`config.mk`:
```
export PLATFORM = sky130hd
export DESIGN_NAME = st_serial_sub4_flat
export DESIGN_NICKNAME = d
export VERILOG_FILES = /design/src/rtl/st_serial_sub4_pkg.sv /design/src/rtl/st_serial_sub4_if.sv /design/src/rtl/st_serial_sub4_fs.sv /design/src/rtl/st_serial_sub4.sv /design/src/flat_wrapper.sv
export SDC_FILE = /design/constraint.sdc
export NUM_CORES = 1
export LEC_CHECK = 0
export CORE_ASPECT_RATIO = 1.2
export CORE_MARGIN = 2
export CORE_UTILIZATION = 40
export CTS_BUF_LIST = sky130_fd_sc_hd__clkbuf_2 sky130_fd_sc_hd__clkbuf_4 sky130_fd_sc_hd__clkbuf_8
export CTS_CLUSTER_SIZE = 30
export DETAILED_ROUTE_END_ITERATION = 16
export PLACE_DENSITY = 0.65
export RECOVER_POWER = 25
export SYNTH_ARGS = -nofsm -noshare
export SYNTH_HDL_FRONTEND = slang
export SYNTH_SLANG_ARGS = --single-unit
export TNS_END_PERCENT = 100
```
`constraint.sdc`:
```
create_clock -name clk -period 1.47 [get_ports clk]
set_clock_uncertainty 0.05 [all_clocks]
set_input_delay 0.147 -clock clk [delete_from_list [all_inputs] [get_ports clk]]
set_output_delay 0.147 -clock clk [all_outputs]
set_load 0.01 [all_outputs]
```
`src/rtl/st_serial_sub4_pkg.sv`:
```
// st_serial_sub4_pkg: shared state encoding and counter width helper for the serial subtractor
package st_serial_sub4_pkg;
   typedef enum logic [1:0] {
      IDLE  = 2'd0,
      SHIFT = 2'd1,
      DONE  = 2'd2
   } state_t;
   function automatic int cnt_w(input int w);
      return $clog2(w);
   endfunction
endpackage

```
`src/rtl/st_serial_sub4_if.sv`:
```
// st_serial_sub4_if: start/busy/done operand and result bundle
//   master drives start, A, B, Bi and observes busy, done, D, Bo; slave is the subtractor side
interface st_serial_sub4_if #(parameter int W = 4);
   logic         start;
   logic [W-1:0] A;
   logic [W-1:0] B;
   logic         Bi;
   logic         busy;
   logic         done;
   logic [W-1:0] D;
   logic         Bo;
   modport master (output start, A, B, Bi, input busy, done, D, Bo);
   modport slave  (input start, A, B, Bi, output busy, done, D, Bo);
endinterface

```
`src/rtl/st_serial_sub4_fs.sv`:
```
// st_fs: combinational 1-bit full subtractor, D = A - B - Bi with borrow out Bo
//   inputs A, B, Bi; outputs D (difference bit), Bo (borrow out)
module st_fs (
   output logic Bo,
   output logic D,
   input  logic A,
   input  logic B,
   input  logic Bi
);
   logic x;
   assign x  = A ^ B;
   assign D  = x ^ Bi;
   assign Bo = (~A & B) | (~x & Bi);
endmodule

```
`src/rtl/st_serial_sub4.sv`:
```
// st_serial_sub4: bit-serial W-bit subtractor, D = A - B - Bi one bit per clock, LSB first
//   clk, rst (sync, active high); bus.slave carries start/A/B/Bi in and busy/done/D/Bo out
module st_serial_sub4
   import st_serial_sub4_pkg::*;
#(
   parameter int W = 4
) (
   input logic            clk,
   input logic            rst,
   st_serial_sub4_if.slave bus
);
   localparam int CW = cnt_w(W);
   state_t state, state_n;
   logic [W-1:0] sa, sb, d_q;
   // sr only holds the W-1 lower result bits; the final bit joins them on the last cycle
   logic [W-2:0] sr;
   logic [CW-1:0] cnt;
   logic br, bo_q, d, bout, accept, last;
   st_fs u_fs (
      .Bo (bout),
      .D  (d),
      .A  (sa[0]),
      .B  (sb[0]),
      .Bi (br)
   );
   assign accept   = bus.start && (state == IDLE || state == DONE);
   assign last     = state == SHIFT && cnt == CW'(W - 1);
   assign bus.busy = state == SHIFT;
   assign bus.done = state == DONE;
   assign bus.D    = d_q;
   assign bus.Bo   = bo_q;
   always_comb begin
      state_n = accept ? SHIFT : state == SHIFT ? (last ? DONE : SHIFT) : IDLE;
   end
   always_ff @(posedge clk) begin
      if (rst) begin
         state <= IDLE;
         sa    <= '0;
         sb    <= '0;
         sr    <= '0;
         br    <= 1'b0;
         cnt   <= '0;
         d_q   <= '0;
         bo_q  <= 1'b0;
      end else begin
         state <= state_n;
         if (accept) begin
            sa  <= bus.A;
            sb  <= bus.B;
            br  <= bus.Bi;
            cnt <= '0;
         end else if (state == SHIFT) begin
            sa  <= sa >> 1;
            sb  <= sb >> 1;
            sr  <= (W-1)'({d, sr} >> 1);
            br  <= bout;
            cnt <= cnt + 1'b1;
            if (last) begin
               d_q  <= {d, sr};
               bo_q <= bout;
            end
         end
      end
   end
endmodule

```
`src/flat_wrapper.sv`:
```
// flat-port wrapper written by rule: the top's interface ports become plain ports
module st_serial_sub4_flat import st_serial_sub4_pkg::*;
#(
   parameter int W = 4
)
  (clk, rst, bus_start, bus_A, bus_B, bus_Bi, bus_busy, bus_done, bus_D, bus_Bo);
  st_serial_sub4_if #(.W(W)) bus_i ();
  input logic clk;
  input logic rst;
  input wire logic [$bits(bus_i.start)-1:0] bus_start;
  input wire logic [$bits(bus_i.A)-1:0] bus_A;
  input wire logic [$bits(bus_i.B)-1:0] bus_B;
  input wire logic [$bits(bus_i.Bi)-1:0] bus_Bi;
  output wire logic [$bits(bus_i.busy)-1:0] bus_busy;
  output wire logic [$bits(bus_i.done)-1:0] bus_done;
  output wire logic [$bits(bus_i.D)-1:0] bus_D;
  output wire logic [$bits(bus_i.Bo)-1:0] bus_Bo;
  assign bus_i.start = bus_start;
  assign bus_i.A = bus_A;
  assign bus_i.B = bus_B;
  assign bus_i.Bi = bus_Bi;
  assign bus_busy = bus_i.busy;
  assign bus_done = bus_i.done;
  assign bus_D = bus_i.D;
  assign bus_Bo = bus_i.Bo;
  st_serial_sub4 #(.W(W)) u_core (.clk(clk), .rst(rst), .bus(bus_i));
endmodule
```
==> out/qor.csv, run 1 <==
stage;metric;value;unit
floorplan;top_level_ports;19;
timing;rsz0062_at_grt;false;
detailed_routing;routed_wl;1716;um
critical_path;r2r-start;u_core.state[1];
placement;place_hpwl;1262;um
detailed_routing;via_per_inst;4.932;
floorplan;dieArea;2581;sq um
synth;syn_nets;110;
timing;finalSetupViolations;0;
clock_tree;path_clk_slew;0.12;ns
synth;syn_inst;96;
timing;fmax;711.1;MHz
power;irDropWorstVdd;720.7;uV
detailed_routing;drtIter0Drc;6;
critical_path;crit_family;flip-flops;
critical_path;end_kind;output pin;
critical_path;cp_data_required_time;1.27;ns
power;power_frac_seq;57.1;%
clock_tree;clock_sinks;21;
power;leakagePower;0.4134;nW
cells_and_area;drive_gt1_share;11.97;%
detailed_routing;wl_per_cell;11.67;um
min_path;min_from;bus_B[3];
critical_path;path_cells;and2b_1 -> dlygate4sd2_1;
cells_and_area;antenna_cells;0;
timing;worstMarginPinSlew;0.3987;ns
cells_and_area;fillerInstances;212;
synth;ys_warn_count;0;
synth;seq_area_frac_synth;48.00;%
global_route;grt_pass1_wl;2849;um
power;p_sw;0.2879;mW
min_path;hold_end;u_core.sb[3];
timing;hold_viol;0;
clock_tree;cts_buffers;3;
min_path;min_delay_path_depth;3;
timing;setup_tns;0;ns
cells_and_area;final_nets;132;
critical_path;ff2ff_path_depth;5;
timing;max_slew_margin;73.42;%
synth;ys_ff_latch;21;
clock_tree;cts_max_level;1;
global_route;first_global_vias;686;
power;p_int;0.7878;mW
min_path;min_path_type;in2reg;
timing;period_minus_slack;1.406;ns
synth;syn-cell-area;875.8;sq um
clock_tree;clk-insertion-delay-late;0.32;ns
critical_path;r2r-end;u_core.bus.Bo;
critical_path;crit_path_max_incr_delay;0.40;ns
clock_tree;cts_buffer_depth;2;
run;cap_viol_max_count;0;
synth;syn_area_per_cell;9.123;sq um
power;powerDensity;967.1;nW/um^2
timing;fin_crit_sh;95.66;%
placement;port_buffers;18;
global_route;grtUsageTotal;14.97;%
synth;synth_cell_types;26;
cells_and_area;final_core_util;53.68;%
clock_tree;tritoncts;done;
critical_path;crit_buf_inv;1;
global_route;antenna_found_initial;0;
critical_path;startpoint_type;flip-flop;
critical_path;crit_arrival;1.21;ns
power;switching_share;26.77;%
floorplan;fp.dieH;55.26;um
critical_path;rrSetupSlack;0.17;ns
floorplan;initial_utilization;42.27;%
detailed_routing;drt-pass1-iter-count;4;
floorplan;row_count;18;
cells_and_area;area_growth;27.00;%
timing;drv_slew;0;
global_route;grt_overflow_total;0;
global_route;grt_max_degree;18;
floorplan;fp.coreArea;2072;sq um
power;pwr-share-comb;16.2;%
floorplan;dieWidth;46.72;um
detailed_routing;vias;725;
detailed_routing;drcViolationCount;0;
clock_tree;clockRootBuffer;clkbuf_4;
critical_path;crit_fanout;5;
outcome;status;complete, no violations;
critical_path;critPathSlowestCell;dfxtp_1;
power;clockPowerShare;26.7;%
critical_path;critical_path_class;reg2out;
placement;gp_congestion;0.7577;
detailed_routing;drt.antenna.violating_nets;0;
## cell families (layout without fill, tap and decap cells)
| kind of cell | after synthesis | in the layout | synth area share, % |
|---|---|---|---|
| AOI/OAI and AO/OA | 21 | 21 | 15.29 |
| xor gates and xnor gates | 1 | 1 | 1.000 |
| adders and majority gates | 2 | 2 | 3.714 |
| buffers and inverters | 11 | 32 | 9.142 |
| DFF | 21 | 21 | 48.00 |
| muxes | 2 | 2 | 2.286 |
| and+or+nand+nor | 38 | 38 | 20.57 |
## metrics by stage
stage | cell area, sq um | setup slack (ns) | instances | power (mW) | hold slack, ns
CTS | 1112 | 0.04059 | 147 | 1.080 | 0.3066
floorplan | 875.8 | 0.2614 | 96 | 0.7478 | 0.1691
global placement | 1085 | 0.08251 | 143 | 0.7985 | 0.3947
detailed placement | 1085 | 0.09324 | 143 | 0.8020 | 0.3980
global route | 1112 | 0.008257 | 147 | 1.122 | 0.3174
finish | 1112 | 0.06383 | 147 | 1.076 | 0.3050
## timing repair
| item | CTS | global route |
|---|---|---|
| hold buffers | 0 | 0 |
| resized for setup | 3 | 1 |
| endpoints found under the setup margin | 2 | 1 |
| setup buffers | 0 | 0 |
## worst register-to-register path, stage by stage (launching register included)
cell and delay [ns]:
dfxtp_1 0.33, nand2b_2 0.22, inv_8 0.06, buf_4 0.21, a21oi_1 0.11, a311oi_2 0.24
## sequential cells by signal (all words and copies together), names as in the netlist
register / flops
u_core.sb: 4
u_core.sr: 3
u_core.br: 1
u_core.state: 2
u_core.bus.D: 4
u_core.bus.Bo: 1
u_core.sa: 4
u_core.cnt: 2
## layer usage
layer / vias up / part of all wire, % / track usage [%]
met5: - / 0 / 0
met2: 21 / 45 / 22.42
met4: 0 / 1.7 / 6.349
met3: 3 / 4.4 / 3.268
met1: 330 / 49 / 20.29
li1: 371 / - / -
## cell usage in the layout (no fill, tap or decap)
master,n
a21oi_1,12
a22oi_1,2
a2bb2oi_1,1
a311oi_1,1
a311oi_2,1
and2b_1,2
buf_4,7
clkbuf_4,3
clkdlybuf4s25_1,1
clkdlybuf4s50_1,15
clkinv_2,1
dfxtp_1,21
dlygate4sd2_1,2
fa_1,1
ha_1,1
inv_1,2
inv_8,1
mux2i_1,2
nand2_1,13
nand2b_1,1
nand2b_2,1
nand3_1,8
nand3b_1,1
nor2_1,3
nor3_1,9
o21a_1,1
o22ai_1,3
xnor2_1,1
## synthesized netlist by cell type
| master | n | share of area [%] |
|---|---|---|
| dfxtp_1 | 21 | 48 |
| nand2_1 | 13 | 5.6 |
| a21oi_1 | 12 | 6.9 |
| nor3_1 | 9 | 5.1 |
| nand3_1 | 8 | 4.6 |
| clkbuf_1 | 3 | 1.3 |
| nor2_1 | 3 | 1.3 |
| o22ai_1 | 3 | 2.1 |
| a22oi_1 | 2 | 1.7 |
| and2b_1 | 2 | 1.7 |
| buf_6 | 2 | 2.6 |
| inv_1 | 2 | 0.86 |
| mux2i_1 | 2 | 2.3 |
| nand2b_1 | 2 | 1.4 |
| a2bb2oi_1 | 1 | 1.0 |
| a311oi_1 | 1 | 1.0 |
| a311oi_2 | 1 | 1.7 |
| buf_2 | 1 | 0.57 |
| buf_4 | 1 | 0.86 |
| buf_8 | 1 | 1.7 |
| fa_1 | 1 | 2.3 |
| ha_1 | 1 | 1.4 |
| inv_8 | 1 | 1.3 |
| nand3b_1 | 1 | 0.86 |
| o21a_1 | 1 | 0.86 |
| xnor2_1 | 1 | 1.0 |
## how the worst max path moves through the flow
stage | startpoint | slack [ns] | cells past startpoint | to
global placement | bus_start | 0.08 | 5 | u_core.sb[0]
detailed placement | bus_start | 0.09 | 4 | u_core.sa[2]
global route | u_core.state[0] | 0.008 | 2 | bus_done
finish | u_core.state[0] | 0.06 | 2 | bus_done
floorplan | u_core.cnt[0] | 0.26 | 5 | u_core.bus.D[2]
CTS | u_core.bus.Bo | 0.04 | 1 | bus_Bo
## power groups by stage
stage	registers, mW	clock network [mW]	logic [mW]
final	0.615	0.287	0.174
after global routing	0.619	0.311	0.191
after CTS	0.615	0.291	0.174
after detailed placement	0.627	0	0.175
after global placement	0.626	0	0.172
after floorplan	0.624	0	0.124
## area by class of cell
class,instances,area (sq um),area share [%]
clock buffer,3,22.52,2.025
clock inverter,1,5.005,0.4499
inverter,3,18.77,1.687
multi-input combinational,64,377.9,33.97
sequential,21,420.4,37.80
tap,30,37.54,3.375
timing repair buffer,25,230.2,20.70
Note: power is estimated with default switching activity, not from simulation.
==> run 2: changes to the inputs <==
--- a/config.mk
+++ b/config.mk
@@ -5,13 +5,13 @@
 export SDC_FILE = /design/constraint.sdc
 export NUM_CORES = 1
 export LEC_CHECK = 0
+export ABC_AREA = 1
 export CORE_ASPECT_RATIO = 1.2
 export CORE_MARGIN = 2
 export CORE_UTILIZATION = 40
 export CTS_BUF_LIST = sky130_fd_sc_hd__clkbuf_2 sky130_fd_sc_hd__clkbuf_4 sky130_fd_sc_hd__clkbuf_8
 export CTS_CLUSTER_SIZE = 30
 export DETAILED_ROUTE_END_ITERATION = 16
-export PLACE_DENSITY = 0.65
 export RECOVER_POWER = 25
 export SYNTH_ARGS = -nofsm -noshare
 export SYNTH_HDL_FRONTEND = slang
==> out/qor.csv, run 2 <==
stage;metric;value;unit
critical_path;startpoint_type;flip-flop;
timing;max_slew_margin;77.15;%
detailed_routing;via_per_inst;4.667;
timing;period_minus_slack;1.397;ns
critical_path;cp_data_required_time;1.27;ns
critical_path;critPathSlowestCell;clkdlybuf4s50_1;
cells_and_area;fillerInstances;255;
placement;gp_congestion;0.7616;
synth;ys_ff_latch;21;
clock_tree;clk-insertion-delay-late;0.31;ns
global_route;grt_pass1_wl;3284;um
cells_and_area;final_cell_mix;nor2_1, nand2_1, dfxtp_1;
critical_path;crit_cells;1;
floorplan;initial_utilization;42.16;%
cells_and_area;drive_gt1_share;14.09;%
min_path;min_path_type;in2reg;
critical_path;crit_family;buffers and inverters;
placement;place_hpwl;1458;um
floorplan;dieArea;2815;sq um
clock_tree;clockRootBuffer;clkbuf_4;
timing;hold_viol;0;
min_path;min_delay_path_depth;3;
clock_tree;cts_buffer_depth;2;
cells_and_area;final_core_util;54.11;%
critical_path;path_cells;clkdlybuf4s50_1;
floorplan;fp.coreArea;2282;sq um
power;power.total;1.121;mW
critical_path;crit_arrival;1.20;ns
clock_tree;tritoncts;done;
cells_and_area;finish.instance_area;1235;sq um
placement;place_area;1211;sq um
global_route;grtUsageTotal;15.16;%
detailed_routing;drcViolationCount;0;
synth;ys_warn_count;0;
detailed_routing;vias;840;
synth;syn_nets;139;
min_path;min_from;bus_B[3];
timing;drv_slew;0;
power;leakagePower;0.5579;nW
clock_tree;clock_sinks;21;
synth;synth_edf_count;0;
timing;worstMarginPinSlew;0.3415;ns
outcome;status;complete, no violations;
clock_tree;path_clk_slew;0.13;ns
timing;setup_tns;0;ns
critical_path;ff2ff_path_depth;7;
clock_tree;cts_buffers;3;
synth;syn-cell-area;962.2;sq um
floorplan;dieWidth;48.77;um
critical_path;rrSetupSlack;0.16;ns
floorplan;top_level_ports;19;
power;irDropWorstVdd;483.3;uV
detailed_routing;wl_per_cell;10.55;um
cells_and_area;antenna_cells;0;
detailed_routing;routed_wl;1899;um
clock_tree;cts_max_level;1;
synth;ys_top_cells_by_count;nor2_1, dfxtp_1, nand2_1;
synth;syn_inst;125;
synth;yosys-top-cells-area;dfxtp_1, nor2_1, nand2_1;
timing;fmax;716.0;MHz
critical_path;crit_fanout;2;
global_route;first_global_vias;774;
timing;finalSetupViolations;0;
clock_tree;cts_hold_buf;0;
cells_and_area;multiInputGateArea;457.9;sq um
critical_path;crit_path_max_incr_delay;0.53;ns
synth;synth_flop_cell;dfxtp_1;
cells_and_area;layout_commonest_cell;nor2_1;
floorplan;fp.dieH;57.73;um
global_route;grt_overflow_total;0;
power;powerDensity;907.6;nW/um^2
synth;netlist.area_leader.share;43.69;%
synth;async_flop_share;0;%
cells_and_area;final_nets;164;
critical_path;r2r-end;u_core.bus.D[1];
detailed_routing;drt.antenna.violating_nets;0;
critical_path;r2r-start;u_core.state[0];
timing;fin_crit_sh;95.01;%
global_route;antenna_found_initial;0;
synth;yosys.area.top_type;dfxtp_1;
placement;port_buffers;18;
critical_path;critical_path_class;reg2out;
detailed_routing;drt-pass1-iter-count;4;
global_route;grt_max_degree;15;
min_path;hold_end;u_core.sb[3];
synth;syn_area_per_cell;7.697;sq um
critical_path;crit_buf_inv;1;
cells_and_area;area_growth;28.35;%
run;cap_viol_max_count;0;
timing;rsz0062_at_grt;false;
cells_and_area;seq_area;424.2;sq um
floorplan;row_count;19;
detailed_routing;drtIter0Drc;6;
synth;seq_area_frac_synth;43.69;%
synth;synth_cell_types;25;
critical_path;end_kind;output pin;
synth;synth_most_common_cell;nor2_1;
run 2: cell count changes in the layout (fill, tap and decap cells not counted), moves of 7 or more:
cell	before	now
nor3_1	9	1
nand2_1	13	21
nor2_1	3	26
a21oi_1	12	5
inv_1	2	14
o21ai_0	0	7
run 2: worst register-to-register path: stages, from the launching register on:
cell	delay, ns
dfxtp_1	0.41
buf_4	0.16
nand2_2	0.21
nor2_4	0.19
nand2_1	0.08
inv_1	0.08
nand2_1	0.05
nand2_1	0.05
run 2: final cells by class:
class,count,area share [%]
clock buffer,3,1.824
clock inverter,1,0.4053
inverter,15,4.762
multi-input combinational,86,37.08
sequential,21,34.35
tap,31,3.141
timing repair buffer,23,18.44
run 2: report_power, final:
| part | leakage, nW | switching (mW) | internal (mW) | total, mW |
|---|---|---|---|---|
| Combinational | 0.367 | 0.113 | 0.0949 | 0.208 |
| Sequential | 0.173 | 0.0223 | 0.603 | 0.626 |
| Clock | 0.0177 | 0.186 | 0.102 | 0.288 |
| Total | 0.558 | 0.321 | 0.800 | 1.12 |
run 2: kinds of logic after synthesis:
family / after synthesis / synth area share [%]
simple gates: 69 / 36.54
flops: 21 / 43.69
buf+inv: 18 / 8.192
compound gates: 14 / 7.281
fa+ha+maj: 2 / 3.381
xor+xnor: 1 / 0.9104
run 2: what timing repair did:
| item | 4_1_cts | 5_1_grt |
|---|---|---|
| resized for setup | 5 | 0 |
| hold endpoints to repair | 0 | 0 |
| setup endpoints to repair | 2 | 0 |
| buffers inserted | 0 | 0 |
run 2: metrics by stage:
step / hold slack (ns) / worst slack [ns] / instances
6_report: 0.3361 / 0.07335 / 180
4_1_cts: 0.3363 / 0.06409 / 180
2_1_floorplan: 0.1661 / 0.2758 / 125
3_3_place_gp: 0.4003 / 0.06701 / 176
5_1_grt: 0.3610 / 0.02176 / 180
3_5_place_dp: 0.3988 / 0.03388 / 176
run 2: metal layers:
metal | vias up | part of all wire, % | global-route usage, %
met1 | 374 | 46 | 16.56
met4 | 0 | 1.4 | 8.571
li1 | 444 | - | -
met5 | - | 0 | 0
met2 | 18 | 49 | 27.98
met3 | 4 | 3.9 | 2.320
run 2: worst max-delay path by stage:
stage / end / start / slack [ns]
3_5_place_dp: u_core.sa[2] / bus_start / 0.03
2_1_floorplan: u_core.sr[2] / u_core.sb[0] / 0.28
5_1_grt: bus_Bo / u_core.bus.Bo / 0.02
3_3_place_gp: u_core.sa[2] / bus_start / 0.07
6_report: bus_D[1] / u_core.bus.D[1] / 0.07
4_1_cts: bus_Bo / u_core.bus.Bo / 0.06
==> run 3: changes to the inputs <==
--- a/config.mk
+++ b/config.mk
@@ -13,6 +13,7 @@
 export CTS_CLUSTER_SIZE = 30
 export DETAILED_ROUTE_END_ITERATION = 16
 export RECOVER_POWER = 25
+export SKIP_LAST_GASP = 1
 export SYNTH_ARGS = -nofsm -noshare
 export SYNTH_HDL_FRONTEND = slang
 export SYNTH_SLANG_ARGS = --single-unit
==> out/qor.csv, run 3 (same netlist as run 2, synthesis figures left out) <==
stage;metric;value;unit
timing;max_slew_margin;77.23;%
cells_and_area;final_core_util;54.28;%
floorplan;dieArea;2815;sq um
critical_path;crit_family;buffers and inverters;
cells_and_area;layout_commonest_cell;nor2_1;
run;cap_viol_max_count;0;
critical_path;crit_cells;1;
cells_and_area;final_nets;164;
timing;setup_tns;0;ns
floorplan;fp.coreArea;2282;sq um
detailed_routing;routed_wl;1880;um
global_route;grt_pass1_wl;3277;um
timing;fmax;715.9;MHz
power;leakagePower;0.5718;nW
critical_path;crit_path_max_incr_delay;0.54;ns
global_route;first_global_vias;766;
cells_and_area;finish.instance_area;1239;sq um
clock_tree;clk-insertion-delay-late;0.31;ns
clock_tree;cts_buffer_depth;2;
critical_path;crit_buf_inv;1;
detailed_routing;wl_per_cell;10.44;um
cells_and_area;drive_gt1_share;14.09;%
min_path;min_delay_path_depth;3;
detailed_routing;met2_length;915;um
floorplan;initial_utilization;42.16;%
global_route;grtUsageTotal;15.10;%
power;irDropWorstVdd;483.5;uV
timing;hold_viol;0;
clock_tree;clock_sinks;21;
critical_path;rrSetupSlack;0.16;ns
detailed_routing;wl_met3;75;um
timing;holdWs;0.3363;ns
critical_path;ff2ff_path_depth;7;
clock_tree;path_clk_slew;0.13;ns
critical_path;startpoint_type;flip-flop;
detailed_routing;drtIter0Drc;9;
critical_path;cp_data_required_time;1.27;ns
timing;period_minus_slack;1.397;ns
critical_path;r2r-start;u_core.state[0];
min_path;min_path_type;in2reg;
timing;rsz0062_at_grt;false;
global_route;antenna_found_initial;0;
min_path;min_from;bus_B[3];
min_path;hold_end;u_core.sb[3];
floorplan;row_count;19;
clock_tree;clockRootBuffer;clkbuf_4;
critical_path;critPathSlowestCell;clkdlybuf4s50_1;
cells_and_area;area_growth;28.74;%
detailed_routing;drcViolationCount;0;
outcome;status;complete, no violations;
placement;place_hpwl;1458;um
timing;finalSetupViolations;0;
clock_tree;cts_buffers;3;
placement;port_buffers;18;
floorplan;fp.dieH;57.73;um
detailed_routing;top_layer;met4;
global_route;grt_max_degree;15;
placement;gp_congestion;0.7616;
detailed_routing;drt.antenna.violating_nets;0;
critical_path;critical_path_class;reg2out;
placement;place_area;1211;sq um
clock_tree;cts_max_level;1;
floorplan;top_level_ports;19;
clock_tree;cts_hold_buf;0;
timing;fin_crit_sh;95.03;%
power;powerDensity;904.7;nW/um^2
clock_tree;postCtsSetupRepairBufs;0;
critical_path;crit_fanout;2;
detailed_routing;via_per_inst;4.650;
global_route;grt_overflow_total;0;
cells_and_area;fin_cells;180;
critical_path;end_kind;output pin;
detailed_routing;drt-pass1-iter-count;4;
critical_path;r2r-end;u_core.bus.D[1];
floorplan;dieWidth;48.77;um
detailed_routing;vias;837;
timing;drv_slew;0;
cells_and_area;final_cell_mix;nor2_1, nand2_1, dfxtp_1;
cells_and_area;antenna_cells;0;
timing;worstMarginPinSlew;0.3404;ns
detailed_routing;wirelength_met1;862;um
clock_tree;tritoncts;done;
critical_path;crit_arrival;1.20;ns
critical_path;path_cells;clkdlybuf4s50_1;
placement;dp_cells;176;
run 3: cell count changes in the layout (fill, tap and decap cells not counted):
cell,change
dlymetal6s2s_1,+1
dlygate4sd2_1,-1
run 3: area by class of cell:
| class | count | area [sq um] |
|---|---|---|
| flip-flops and latches | 21 | 424.2 |
| multi-input cells | 86 | 457.9 |
| fillers | 253 | 1044 |
| clock inverters | 1 | 5.005 |
| repair buffers | 23 | 231.5 |
| inverters | 15 | 58.81 |
| well taps | 31 | 38.79 |
| clock buffers | 3 | 22.52 |
run 3: worst max-delay path by stage:
stage                    startpoint           end  slack (ns)
global route          u_core.bus.Bo        bus_Bo        0.02
detailed placement        bus_start  u_core.sa[2]        0.03
global placement          bus_start  u_core.sa[2]        0.07
CTS                 u_core.state[1]      bus_done       -0.09
floorplan              u_core.sb[0]  u_core.sr[2]        0.28
finish                u_core.bus.Bo        bus_Bo        0.07
run 3: where the power goes:
group	switching, mW	internal [mW]
clock	0.186	0.102
combinational	0.112	0.0949
sequential	0.0225	0.603
run 3: repair_timing:
item                                    CTS  global route
resized for setup                         4             1
cloned                                    0             0
endpoints found under the setup margin    2             1
run 3: metal layers:
layer	global-route usage, %	vias to the layer above
met1	16.72	370
met4	8.571	0
li1	-	445
met5	0	-
met3	2.320	4
met2	27.59	18
run 3: metrics by stage:
step	power, mW	worst slack (ns)
floorplan	0.7752	0.2758
global placement	0.8503	0.06701
detailed placement	0.8529	0.03388
CTS	1.130	-0.09397
global route	1.189	0.02176
finish	1.121	0.07307
